**src/rtl/cv32e40p_apu_core_pkg.sv**
```systemverilog
// APU interface widths shared by the cv32e40p core and the cluster-level APU arbiter.
package cv32e40p_apu_core_pkg;

   localparam int unsigned APU_NARGS_CPU    = 3;
   localparam int unsigned APU_WOP_CPU      = 6;
   localparam int unsigned APU_NDSFLAGS_CPU = 15;
   localparam int unsigned APU_NUSFLAGS_CPU = 5;

   // Default number of requests the arbiter can have in flight at the shared unit.
   localparam int unsigned APU_ARB_MAX_OUTSTANDING_DEFAULT = 4;

   // Request payload travelling from a core to the shared unit.
   typedef struct packed {
      logic [APU_NARGS_CPU-1:0][31:0] operands;
      logic [APU_WOP_CPU-1:0]         op;
      logic [APU_NDSFLAGS_CPU-1:0]    flags;
   } apu_req_payload_t;

endpackage

```
**src/rtl/cv32e40p_apu_arb_id_fifo.sv**
```systemverilog
// Small register FIFO holding the IDs of granted requesters in grant order.
module cv32e40p_apu_arb_id_fifo #(
   parameter int unsigned WIDTH = 2,
   parameter int unsigned DEPTH = 4
) (
   input  logic             clk_i,
   input  logic             rst_ni,
   input  logic             push_i,
   input  logic [WIDTH-1:0] data_i,
   input  logic             pop_i,
   output logic             full_o,
   output logic             empty_o,
   output logic [WIDTH-1:0] head_o
);

   localparam int unsigned PTR_W = $clog2(DEPTH);
   localparam int unsigned CNT_W = PTR_W + 1;

   logic [DEPTH-1:0][WIDTH-1:0] mem_q;
   logic [PTR_W-1:0]            wr_ptr_q, wr_ptr_d;
   logic [PTR_W-1:0]            rd_ptr_q, rd_ptr_d;
   logic [CNT_W-1:0]            cnt_q, cnt_d;
   logic                        push, pop;

   assign full_o  = (cnt_q == CNT_W'(DEPTH));
   assign empty_o = (cnt_q == '0);
   assign push    = push_i & ~full_o;
   assign pop     = pop_i & ~empty_o;
   assign head_o  = mem_q[rd_ptr_q];

   // Next-state for pointers and occupancy; pointers wrap naturally at DEPTH.
   always_comb begin
      wr_ptr_d = wr_ptr_q;
      rd_ptr_d = rd_ptr_q;
      cnt_d    = cnt_q;
      if (push) begin
         wr_ptr_d = wr_ptr_q + PTR_W'(1);
      end
      if (pop) begin
         rd_ptr_d = rd_ptr_q + PTR_W'(1);
      end
      if (push && !pop) begin
         cnt_d = cnt_q + CNT_W'(1);
      end else if (pop && !push) begin
         cnt_d = cnt_q - CNT_W'(1);
      end
   end

   // State and storage registers.
   always_ff @(posedge clk_i or negedge rst_ni) begin
      if (!rst_ni) begin
         mem_q    <= '0;
         wr_ptr_q <= '0;
         rd_ptr_q <= '0;
         cnt_q    <= '0;
      end else begin
         if (push) begin
            mem_q[wr_ptr_q] <= data_i;
         end
         wr_ptr_q <= wr_ptr_d;
         rd_ptr_q <= rd_ptr_d;
         cnt_q    <= cnt_d;
      end
   end

endmodule

```
**src/rtl/cv32e40p_apu_arbiter.sv**
```systemverilog
// Round-robin arbiter sharing one APU/FPU between several cv32e40p cores.
// Grant order is recorded in an ID FIFO so in-order responses return to their owners.
module cv32e40p_apu_arbiter
   import cv32e40p_apu_core_pkg::*;
#(
   parameter int unsigned NUM_CORES       = 4,
   parameter int unsigned MAX_OUTSTANDING = APU_ARB_MAX_OUTSTANDING_DEFAULT
) (
   input  logic                                          clk_i,
   input  logic                                          rst_ni,

   input  logic [NUM_CORES-1:0]                          core_apu_req_i,
   output logic [NUM_CORES-1:0]                          core_apu_gnt_o,
   input  logic [NUM_CORES-1:0][APU_NARGS_CPU-1:0][31:0] core_apu_operands_i,
   input  logic [NUM_CORES-1:0][APU_WOP_CPU-1:0]         core_apu_op_i,
   input  logic [NUM_CORES-1:0][APU_NDSFLAGS_CPU-1:0]    core_apu_flags_i,
   output logic [NUM_CORES-1:0]                          core_apu_rvalid_o,
   output logic [31:0]                                   core_apu_result_o,
   output logic [APU_NUSFLAGS_CPU-1:0]                   core_apu_flags_o,

   output logic                                          apu_req_o,
   input  logic                                          apu_gnt_i,
   output logic [APU_NARGS_CPU-1:0][31:0]                apu_operands_o,
   output logic [APU_WOP_CPU-1:0]                        apu_op_o,
   output logic [APU_NDSFLAGS_CPU-1:0]                   apu_flags_o,
   input  logic                                          apu_rvalid_i,
   input  logic [31:0]                                   apu_result_i,
   input  logic [APU_NUSFLAGS_CPU-1:0]                   apu_flags_i,

   output logic                                          busy_o,
   output logic                                          err_o
);

   localparam int unsigned ID_W = $clog2(NUM_CORES);

   apu_req_payload_t [NUM_CORES-1:0] core_payload;
   apu_req_payload_t                 apu_payload;

   logic [ID_W-1:0] rr_ptr_q, rr_ptr_d;
   logic [ID_W-1:0] winner;
   logic [ID_W-1:0] head_id;
   logic            any_req;
   logic            fifo_full, fifo_empty;
   logic            handshake, pop;
   logic            err_q, err_d;

   // Cyclic index (base + off) modulo NUM_CORES.
   function automatic logic [ID_W-1:0] wrap_idx(input logic [ID_W-1:0] base,
                                               input int unsigned    off);
      return ID_W'((32'(base) + off) % NUM_CORES);
   endfunction

   // Per-core payload packing and one-hot grant/response decode.
   for (genvar g = 0; g < NUM_CORES; g++) begin : g_core
      assign core_payload[g]      = '{operands: core_apu_operands_i[g],
                                      op:       core_apu_op_i[g],
                                      flags:    core_apu_flags_i[g]};
      assign core_apu_gnt_o[g]    = handshake & (winner == ID_W'(g));
      assign core_apu_rvalid_o[g] = pop & (head_id == ID_W'(g));
   end

   // First requester at or after rr_ptr, scanning cyclically.
   always_comb begin
      winner  = rr_ptr_q;
      any_req = 1'b0;
      for (int unsigned i = 0; i < NUM_CORES; i++) begin
         if (!any_req && core_apu_req_i[wrap_idx(rr_ptr_q, i)]) begin
            any_req = 1'b1;
            winner  = wrap_idx(rr_ptr_q, i);
         end
      end
   end

   assign apu_req_o   = any_req & ~fifo_full;
   assign handshake   = apu_req_o & apu_gnt_i;
   assign apu_payload = apu_req_o ? core_payload[winner] : '0;

   assign apu_operands_o = apu_payload.operands;
   assign apu_op_o       = apu_payload.op;
   assign apu_flags_o    = apu_payload.flags;

   // Responses are in order: the FIFO head owns the current rvalid.
   assign pop               = apu_rvalid_i & ~fifo_empty;
   assign core_apu_result_o = apu_result_i;
   assign core_apu_flags_o  = apu_flags_i;

   assign busy_o = ~fifo_empty;
   assign err_o  = err_q;

   // Round-robin pointer advances past the winner only on an accepted request.
   always_comb begin
      rr_ptr_d = rr_ptr_q;
      err_d    = err_q;
      if (handshake) begin
         rr_ptr_d = wrap_idx(winner, 1);
      end
      if (apu_rvalid_i && fifo_empty) begin
         err_d = 1'b1;
      end
   end

   // Arbiter state registers.
   always_ff @(posedge clk_i or negedge rst_ni) begin
      if (!rst_ni) begin
         rr_ptr_q <= '0;
         err_q    <= 1'b0;
      end else begin
         rr_ptr_q <= rr_ptr_d;
         err_q    <= err_d;
      end
   end

   cv32e40p_apu_arb_id_fifo #(
      .WIDTH (ID_W),
      .DEPTH (MAX_OUTSTANDING)
   ) i_id_fifo (
      .clk_i   (clk_i),
      .rst_ni  (rst_ni),
      .push_i  (handshake),
      .data_i  (winner),
      .pop_i   (pop),
      .full_o  (fifo_full),
      .empty_o (fifo_empty),
      .head_o  (head_id)
   );

endmodule

```
**config.mk**
```make
export PLATFORM = sky130hd
export DESIGN_NAME = cv32e40p_apu_arbiter
export DESIGN_NICKNAME = d
export VERILOG_FILES = /design/src/rtl/cv32e40p_apu_core_pkg.sv /design/src/rtl/cv32e40p_apu_arb_id_fifo.sv /design/src/rtl/cv32e40p_apu_arbiter.sv
export SDC_FILE = /design/constraint.sdc
export NUM_CORES = 1
export LEC_CHECK = 0
export CAP_MARGIN = 20
export CORE_AREA = 2 2 260 262
export DETAILED_ROUTE_END_ITERATION = 8
export DIE_AREA = 0 0 262 264
export SLEW_MARGIN = 20
export SYNTH_ARGS = -nofsm -noshare
export SYNTH_HDL_FRONTEND = slang
export SYNTH_SLANG_ARGS = --single-unit
```
**constraint.sdc**
```tcl
create_clock -name clk_i -period 4.83 [get_ports clk_i]
set_input_delay 0.966 -clock clk_i [delete_from_list [all_inputs] [get_ports clk_i]]
set_output_delay 0.966 -clock clk_i [all_outputs]
set_load 0.02 [all_outputs]
```
== After elaboration in Yosys (flattened, before gate mapping) ==
Cells that the tools add are included.

* $add $sub $neg: 8
* Order comparisons: 8
* Eq/ne operators: 7
* Mux-type cells: 25
* Bitwise gates (word level): 15
* Reduce and logical (&&, ||, !) cells: 16

{| class="wikitable"
|+ Operator list
! operator !! count
|-
| 117-bit binary-select mux with 2-bit select || 1
|-
| 117-bit two-way mux || 2
|-
| 2-bit by 3-bit less-than comparator with 1-bit output, second input constant || 7
|-
| 1-bit bitwise AND || 13
|-
| 2-bit two-way mux || 5
|-
| 2-bit by 1-bit adder with 2-bit output, second input constant || 4
|-
| 1-bit binary-select mux with 2-bit select || 4
|-
| 8-bit bitwise mux || 1
|-
| 2-bit equality test, second input constant || 4
|-
| 1-bit two-way mux || 8
|-
| 1-bit logical AND || 7
|-
| 3-bit two-way mux || 2
|-
| 1-bit logical NOT || 5
|-
| 2-bit adder, second input constant || 2
|-
| 2-bit binary-select mux with 2-bit select || 1
|-
| 2-bit demux with 2-bit select || 1
|-
| 2-bit by 1-bit equality test with 1-bit output, second input constant || 2
|-
| 2-bit logical NOT || 2
|-
| 3-bit by 1-bit adder with 3-bit output, second input constant || 1
|-
| 3-bit equality test, second input constant || 1
|-
| 3-bit logical NOT || 1
|-
| 3-bit by 1-bit subtractor with 3-bit output, second input constant || 1
|-
| 2-bit by 1-bit >= comparator with 1-bit output, second input constant || 1
|-
| 1-bit inverter || 2
|-
| 2-bit nonzero test || 1
|}

* Register bits after elaboration: 18
* Input bits: 513

== Longest topological paths before layout ==
Gate-level depths: netlist of the first run.

* Word-level depth: 19
* Gate-level depth with buffers: 10
* Gate-level depth less buffers: 9

== By module ==
Synthesis of the first run repeated with hierarchy kept, for this count alone.

* Cells, all modules: 537
* Area total of the unflattened synthesis: 4769.6 sq um

{| class="wikitable"
|+ By module, submodules not included
! module !! times used !! cells each !! area an instance (sq um) !! seq. area each (sq um)
|-
| cv32e40p_apu_arbiter || 1 || 481 || 4010.1 || 75.1
|-
| cv32e40p_apu_arb_id_fifo || 1 || 56 || 759.5 || 375.4
|}

== Worst setup path before layout of the first run ==
No wires, ideal clock.

* Kind: input to output
* Start: input core_apu_req_i[2]
* End: output apu_operands_o[28] in the netlist's numbering
* Arrival: 2.492 ns
* Data required time: 3.864 ns
* Slack: 1.372 ns
* Stages on the path: 9
* Path buffers: 4
* Cells stage by stage: nor2_1 a211o_1 o211a_1 buf_2 nand2b_1 buf_2 buf_2 buf_2 o22ai_1

{| class="wikitable"
|+ RTL lines
! element !! line !! source
|-
| start: declaration || cv32e40p_apu_arbiter.sv:12 || <nowiki>input logic [NUM_CORES-1:0] core_apu_req_i,</nowiki>
|-
| end: declaration || cv32e40p_apu_arbiter.sv:23 || <nowiki>output logic [APU_NARGS_CPU-1:0][31:0] apu_operands_o,</nowiki>
|}

== Worst setup path in the final report of the first run ==
* Start: input core_apu_req_i[2]
* End: output apu_flags_o[2]

* Longest elaborated chain between the ends: 15
* Elaborated cells on any way between the ends: 25
* Those cells by class: mux (18); bitwise (1); reduce/logical (6)

{| class="wikitable"
|+ RTL lines
! element !! line !! source
|-
| 1-bit binary-select mux with 2-bit select || cv32e40p_apu_arbiter.sv:67 || <nowiki>if (!any_req && core_apu_req_i[wrap_idx(rr_ptr_q, i)]) begin</nowiki>
|-
| 1-bit two-way mux (not written as such) || cv32e40p_apu_arbiter.sv:67 ||
|-
| 1-bit two-way mux || cv32e40p_apu_arbiter.sv:67 ||
|-
| 1-bit logical NOT || cv32e40p_apu_arbiter.sv:67 ||
|-
| 1-bit logical AND || cv32e40p_apu_arbiter.sv:67 ||
|-
| 1-bit two-way mux || cv32e40p_apu_arbiter.sv:67 ||
|-
| 1-bit logical NOT || cv32e40p_apu_arbiter.sv:67 ||
|-
| 1-bit logical AND || cv32e40p_apu_arbiter.sv:67 ||
|-
| 1-bit two-way mux || cv32e40p_apu_arbiter.sv:67 ||
|-
| 1-bit logical NOT || cv32e40p_apu_arbiter.sv:67 ||
|-
| 1-bit logical AND || cv32e40p_apu_arbiter.sv:67 ||
|-
| 2-bit two-way mux || cv32e40p_apu_arbiter.sv:67 ||
|-
| 117-bit binary-select mux with 2-bit select || cv32e40p_apu_arbiter.sv:76 || <nowiki>assign apu_payload = apu_req_o ? core_payload[winner] : '0;</nowiki>
|-
| 117-bit two-way mux (not written as such) || cv32e40p_apu_arbiter.sv:76 ||
|-
| 117-bit two-way mux * || cv32e40p_apu_arbiter.sv:76 ||
|-
| end: declaration || cv32e40p_apu_arbiter.sv:25 || <nowiki>output logic [APU_NDSFLAGS_CPU-1:0] apu_flags_o,</nowiki>
|}

Mark *: on every way between the ends. The rest lies on a longest branch, timed or not. The select of a mux whose other input is x is not followed.

==> results of run 1 <==
area by class of cell:
class / count / area (sq um) / share of cell area (%)
tap: 873 / 1090 / 9.12
sequential: 18 / 450 / 3.76
clock buffer: 4 / 88.8 / 0.742
timing repair buffer: 649 / 6620 / 55.3
inverter: 9 / 33.8 / 0.282
multi-input combinational: 420 / 3670 / 30.7
antenna: 5 / 12.5 / 0.104
Yosys cell counts (3+ instances only):
cell type and count:
and3_1 4, nor2b_1 3, buf_6 12, inv_1 9
dfrtp_1 18, mux2_1 3, buf_2 12, buf_1 8
ha_1 9, nor2_1 6, mux2i_1 234, clkbuf_1 10
nor3_1 3, buf_4 37, mux2_2 7, buf_8 9
o22ai_1 117, xnor2_1 4, nand2_1 7
worst max-delay path: stages:
cell and delay [ps]:
clkdlybuf4s50_1 480, nor2b_1 190, o21ai_1 130, o211a_1 390
nand2_4 80, buf_12 200, o22ai_1 470, clkdlybuf4s50_1 660
path summary, 6_finish.rpt:
path / end / slack (ps) / cells after the start
max: apu_flags_o[2] / -0.06 / 8
min: err_o / 500 / 1
max reg2reg: i_id_fifo.cnt_q[2] / 2360 / 10
min reg2reg: err_o / 500 / 1
max in group asynchronous: rr_ptr_q[1] / 3150 / 1
min in group asynchronous: i_id_fifo.rd_ptr_q[0] / 1190 / 1
sequential cells by signal, indices dropped and copies added, names as in the netlist:
register,cells
i_id_fifo.mem_q,8
i_id_fifo.cnt_q,3
i_id_fifo.rd_ptr_q,2
i_id_fifo.wr_ptr_q,2
rr_ptr_q,2
err_o,1
where the power goes:
group,internal (mW),switching (mW)
clock network,0.126,0.0550
logic,2.76,2.80
registers,0.229,0.0691
logic make-up after synthesis:
logic type / Yosys count / synth area share (%)
multiplexers: 246 / 51.6
AO/OA/AOI/OAI: 126 / 16.4
buffers and inverters: 99 / 15.2
AND/OR/NAND/NOR: 32 / 3.64
flip-flops: 18 / 9.30
adder cells (fa/ha/maj): 10 / 2.74
XOR/XNOR: 6 / 1.09
layer usage:
| metal | up-vias | global-route usage [%] |
|---|---|---|
| li1 | 3171 | - |
| met1 | 3145 | 11.8 |
| met2 | 470 | 18.0 |
| met3 | 46 | 4.99 |
| met4 | 26 | 1.47 |
| met5 | - | 0 |
cells in the final DEF (no fill, tap or decap), types with 4 or more instances in the layout:
cell and n:
and3_1 4, buf_12 22, buf_4 39, clkdlybuf4s50_1 587, dfrtp_1 18, diode_2 5
ha_1 9, inv_1 9, mux2_2 7, mux2i_1 234, nand2_1 7, nor2_1 6
o22ai_1 117, xnor2_1 4
stage by stage:
stage	setup TNS [ps]	instances	hold slack [ps]	utilization (%)	area [sq um]
2_1_floorplan	0	537	459	-	4840
5_1_grt	0	1975	519	18.0	12000
3_3_place_gp	0	1969	463	17.8	11900
4_1_cts	0	1973	507	18.0	12000
6_report	-0.0631	1978	502	18.0	12000
3_5_place_dp	0	1969	495	17.8	11900
timing repair:
item / CTS / global route
setup endpoints to repair: 0 / 1
endpoints found under the hold margin: 0 / 0
resized for setup: 0 / 1
==> impl_results.md, run 1 <==
- Worst Setup SP: core_apu_req_i[2]
- Die Area: 69200 sq um
- Vias in the first global route: 7218
- Finish-stage setup viols: 1
- WL met3: 5360 um
- Final GP Congestion: 0.877
- Crit share post-route: 100%
- Overflow after GRT: 0
- Worst-skew pair later-pin latency: 250 ps
- Io pins: 678
- Syn avg cell area: 9.01 sq um
- Total track usage: 10.4%
- Number of DRC markers in iteration 0: 208
- Violated checks: negative setup slack
- DR top layer: met5
- Max-slew violations: 0
- Routed Antenna Nets: 0
- Largest cells by area after synthesis: mux2i_1 (48%), o22ai_1 (15%), dfrtp_1 (9.3%), buf_4 (5.7%), buf_8 (2.8%)
- Filler cells: 7319
- Number of buffers inserted by hold repair at cts: 0
- MaxCap Viol Count: 0
- Syn Nets: 1060
- Die height: 264 um
- Layout net count: 1624
- Pre-Repair DR Iteration Count: 4
- Top_reg_cell synth: dfrtp_1
- CP endpoint kind: output port
- Vias/cell: 3.47
- Hold wc startpoint: err_o
- Mapped Cells: 537
- Total setup buffers inserted after CTS: 0
- Hold Crit Class: flop to flop
- DRC viols: 0
- P&R area growth vs syn: 147%
- Yosys cell types: 39
- Root Buffer: clkbuf_16
- Layout cells sized above 1: 7.18%
- Slew margin rel.: 42.5%
- Final worst slack: -0.0631 ps
- Sequential share of the synthesized area: 9.30%
- Routed WL: 39500 um
- P per Cell Area: 504 nW/um^2
- TritonCTS Buffers: 3
- Initial Util: 7.27%
- H-tree levels: 1
- Die Span X: 262 um
- Clock skew: 0.868 ps
- Synthesis-stage register bit count: 18
- Avg WL per Cell: 19.9 um
- Initial antenna violation count: 28
- Yosys warns: 0
- Clock buffer depth: 2
- Final hold vios: 0
- DR WL met2: 18300 um
- RR Startpoint: i_id_fifo.cnt_q[0]
- Crit path time final: 4830 ps
- Status: finished, violations left
- CP Max Fanout: 115
- Dpl hpwl: 35500 um
- Crit Path Class: primary input to output port
- RSZ-0062 raised after global routing: false
- Largest net degree at the start of global routing: 116
- Post-synth top area share: 48.4%
- Post-synth EDFFs: 0
- Via count: 6858
- Crit path DAT: 3860 ps
- Peak VDD IR: 0.000302 V
- First-pass GRT wire length: 50900 um
- TritonCTS clock tree: yes
- # port buffers: 603
- Critical Path RT: 3860 ps
- Rows: 95
- Clock Sinks: 18
- Slew @ Worst Pin: 863 ps
- Area of the mapped netlist: 4840 sq um
- CP startpoint kind: primary input
- Power Total: 6.04 mW
- Leakage: 4.79 nW
- WL met1: 15100 um
- Post-synth top area cell: mux2i_1
- DP Worst Slack: 144 ps
- Fmax: 0.207 GHz
- Placeable Area: 66600 sq um
- Reg clk slew, reported paths: 50 ps
- Async SR Flop Fraction: 100%
Note: power is estimated with default switching activity, not from simulation.
==> inputs of run 2 (changes only) <==
CTS_BUF_LIST = sky130_fd_sc_hd__clkbuf_4   (was not set)
CTS_CLUSTER_SIZE = 40   (was not set)
==> impl_results.md, run 2 (synthesis gave the netlist of run 1 again) <==
- Layout net count: 1624
- Placeable Area: 66600 sq um
- Dpl hpwl: 35500 um
- Routed WL: 39400 um
- Total setup buffers inserted after CTS: 0
- P&R area growth vs syn: 146%
- Vias in the first global route: 7221
- Clock Sinks: 18
- Layout cells sized above 1: 7.09%
- TritonCTS Buffers: 3
- Power Total: 5.93 mW
- Most common cell after layout, fill and taps aside: clkdlybuf4s50_1
- H-tree levels: 1
- Clock buffer depth: 2
- Worst-skew pair later-pin latency: 300 ps
- Die Span X: 262 um
- Die Area: 69200 sq um
- Initial Util: 7.27%
- Max reg flops: 8
- Overflow after GRT: 0
- Clock skew: 9.08 ps
- Initial antenna violation count: 28
- Slew margin rel.: 40.7%
- Reg with most FFs: i_id_fifo.mem_q
- DRC viols: 0
- P per Cell Area: 498 nW/um^2
- Crit path DAT: 3900 ps
- Largest net degree at the start of global routing: 116
- CP Max Fanout: 115
- CP endpoint kind: output port
- Rows: 95
- Number of DRC markers in iteration 0: 230
- Hold Crit Class: flop to flop
- RSZ-0062 raised after global routing: false
- Violated checks: negative setup slack
- TritonCTS clock tree: yes
- Status: finished, violations left
- Total track usage: 10.4%
- Die height: 264 um
- Final GP Congestion: 0.877
- Fmax: 0.206 GHz
- Biggest regs: i_id_fifo.mem_q: 8 flops, i_id_fifo.cnt_q: 3 flops
- Routed Antenna Nets: 0
- Fin Setup TNS: -58.4 ps
- Io pins: 678
- Critical Path RT: 3860 ps
- Vias/cell: 3.46
- Final worst slack: -33.3 ps
- MaxCap Viol Count: 0
- Reg clk slew, reported paths: 90 ps
- Final hold vios: 0
- Slew @ Worst Pin: 890 ps
- Crit path time final: 4860 ps
- Finish-stage setup viols: 2
- Pre-Repair DR Iteration Count: 4
- Peak VDD IR: 0.000300 V
- Crit share post-route: 101%
- First-pass GRT wire length: 50900 um
- # port buffers: 603
- Most frequent cells in the layout: clkdlybuf4s50_1 (587), mux2i_1 (234), o22ai_1 (117)
- Crit Path Class: primary input to output port
- Avg WL per Cell: 19.9 um
- Root Buffer: clkbuf_4
- Leakage: 4.76 nW
- Via count: 6849
- Filler cells: 7324
- Max-slew violations: 0
- CP startpoint kind: primary input
==> run 2: cell count changes in the layout (fill, tap and decap cells not counted), sizes merged <==
| cell | previous run | this run |
|---|---|---|
| clkbuf | 4 | 3 |
| clkinv | 0 | 1 |
| diode | 5 | 4 |
==> run 2: cell type report <==
| type | count | area (sq um) | area share [%] |
|---|---|---|---|
| well taps | 873 | 1090 | 9.17 |
| clock buffers | 3 | 22.5 | 0.189 |
| diodes | 4 | 10.0 | 0.0841 |
| clock inverters | 1 | 3.75 | 0.0315 |
| flip-flops and latches | 18 | 450 | 3.78 |
| multi-input cells | 420 | 3670 | 30.9 |
| repair buffers | 649 | 6620 | 55.6 |
| inverters | 9 | 33.8 | 0.284 |
==> run 2: path summary, 6_finish.rpt <==
kind	cells after the start	endpoint	slack (ps)	start
min in group asynchronous	1	i_id_fifo.mem_q[4]	1120	rst_ni
hold reg to reg	1	i_id_fifo.mem_q[3]	510	i_id_fifo.mem_q[3]
hold / removal	1	i_id_fifo.mem_q[3]	510	i_id_fifo.mem_q[3]
setup reg to reg	10	i_id_fifo.cnt_q[2]	2360	i_id_fifo.cnt_q[0]
max in group asynchronous	1	i_id_fifo.cnt_q[0]	3220	rst_ni
setup / recovery	8	apu_flags_o[2]	-30	core_apu_req_i[2]
==> run 2: power breakdown <==
part / switching (mW) / internal, mW / total, mW / leakage, nW
sequential: 0.0681 / 0.228 / 0.296 / 0.209
combinational: 2.80 / 2.76 / 5.56 / 4.54
clock: 0.0467 / 0.0301 / 0.0768 / 0.0154
==> run 2: repair_timing <==
action	CTS	global route
hold buffers	0	0
resized for setup	0	1
endpoints found under the hold margin	0	0
setup endpoints to repair	0	1
==> run 2: critical path: stages <==
cell	delay, ps
clkdlybuf4s50_1	480
nor2b_1	190
o21ai_1	130
o211a_1	390
nand2_4	80
buf_12	200
o22ai_1	480
clkdlybuf4s50_1	660
==> run 2: through the flow <==
| stage | std cells | worst slack [ps] | util, % | cell area [sq um] | hold WS [ps] |
|---|---|---|---|---|---|
| 5_1_grt | 1975 | 53.4 | 17.9 | 11900 | 531 |
| 4_1_cts | 1973 | 118 | 17.9 | 11900 | 516 |
| 6_report | 1977 | -33.3 | 17.9 | 11900 | 511 |
| 3_3_place_gp | 1969 | 166 | 17.8 | 11900 | 463 |
| 2_1_floorplan | 537 | 1370 | - | 4840 | 459 |
| 3_5_place_dp | 1969 | 144 | 17.8 | 11900 | 495 |
==> run 2: metal layers <==
layer | up-vias | track usage, % | share of wire, %
met5 | - | 0 | 0.39
met3 | 55 | 4.96 | 13
li1 | 3170 | - | -
met4 | 26 | 1.60 | 1.5
met1 | 3124 | 11.7 | 38
met2 | 474 | 18.0 | 46
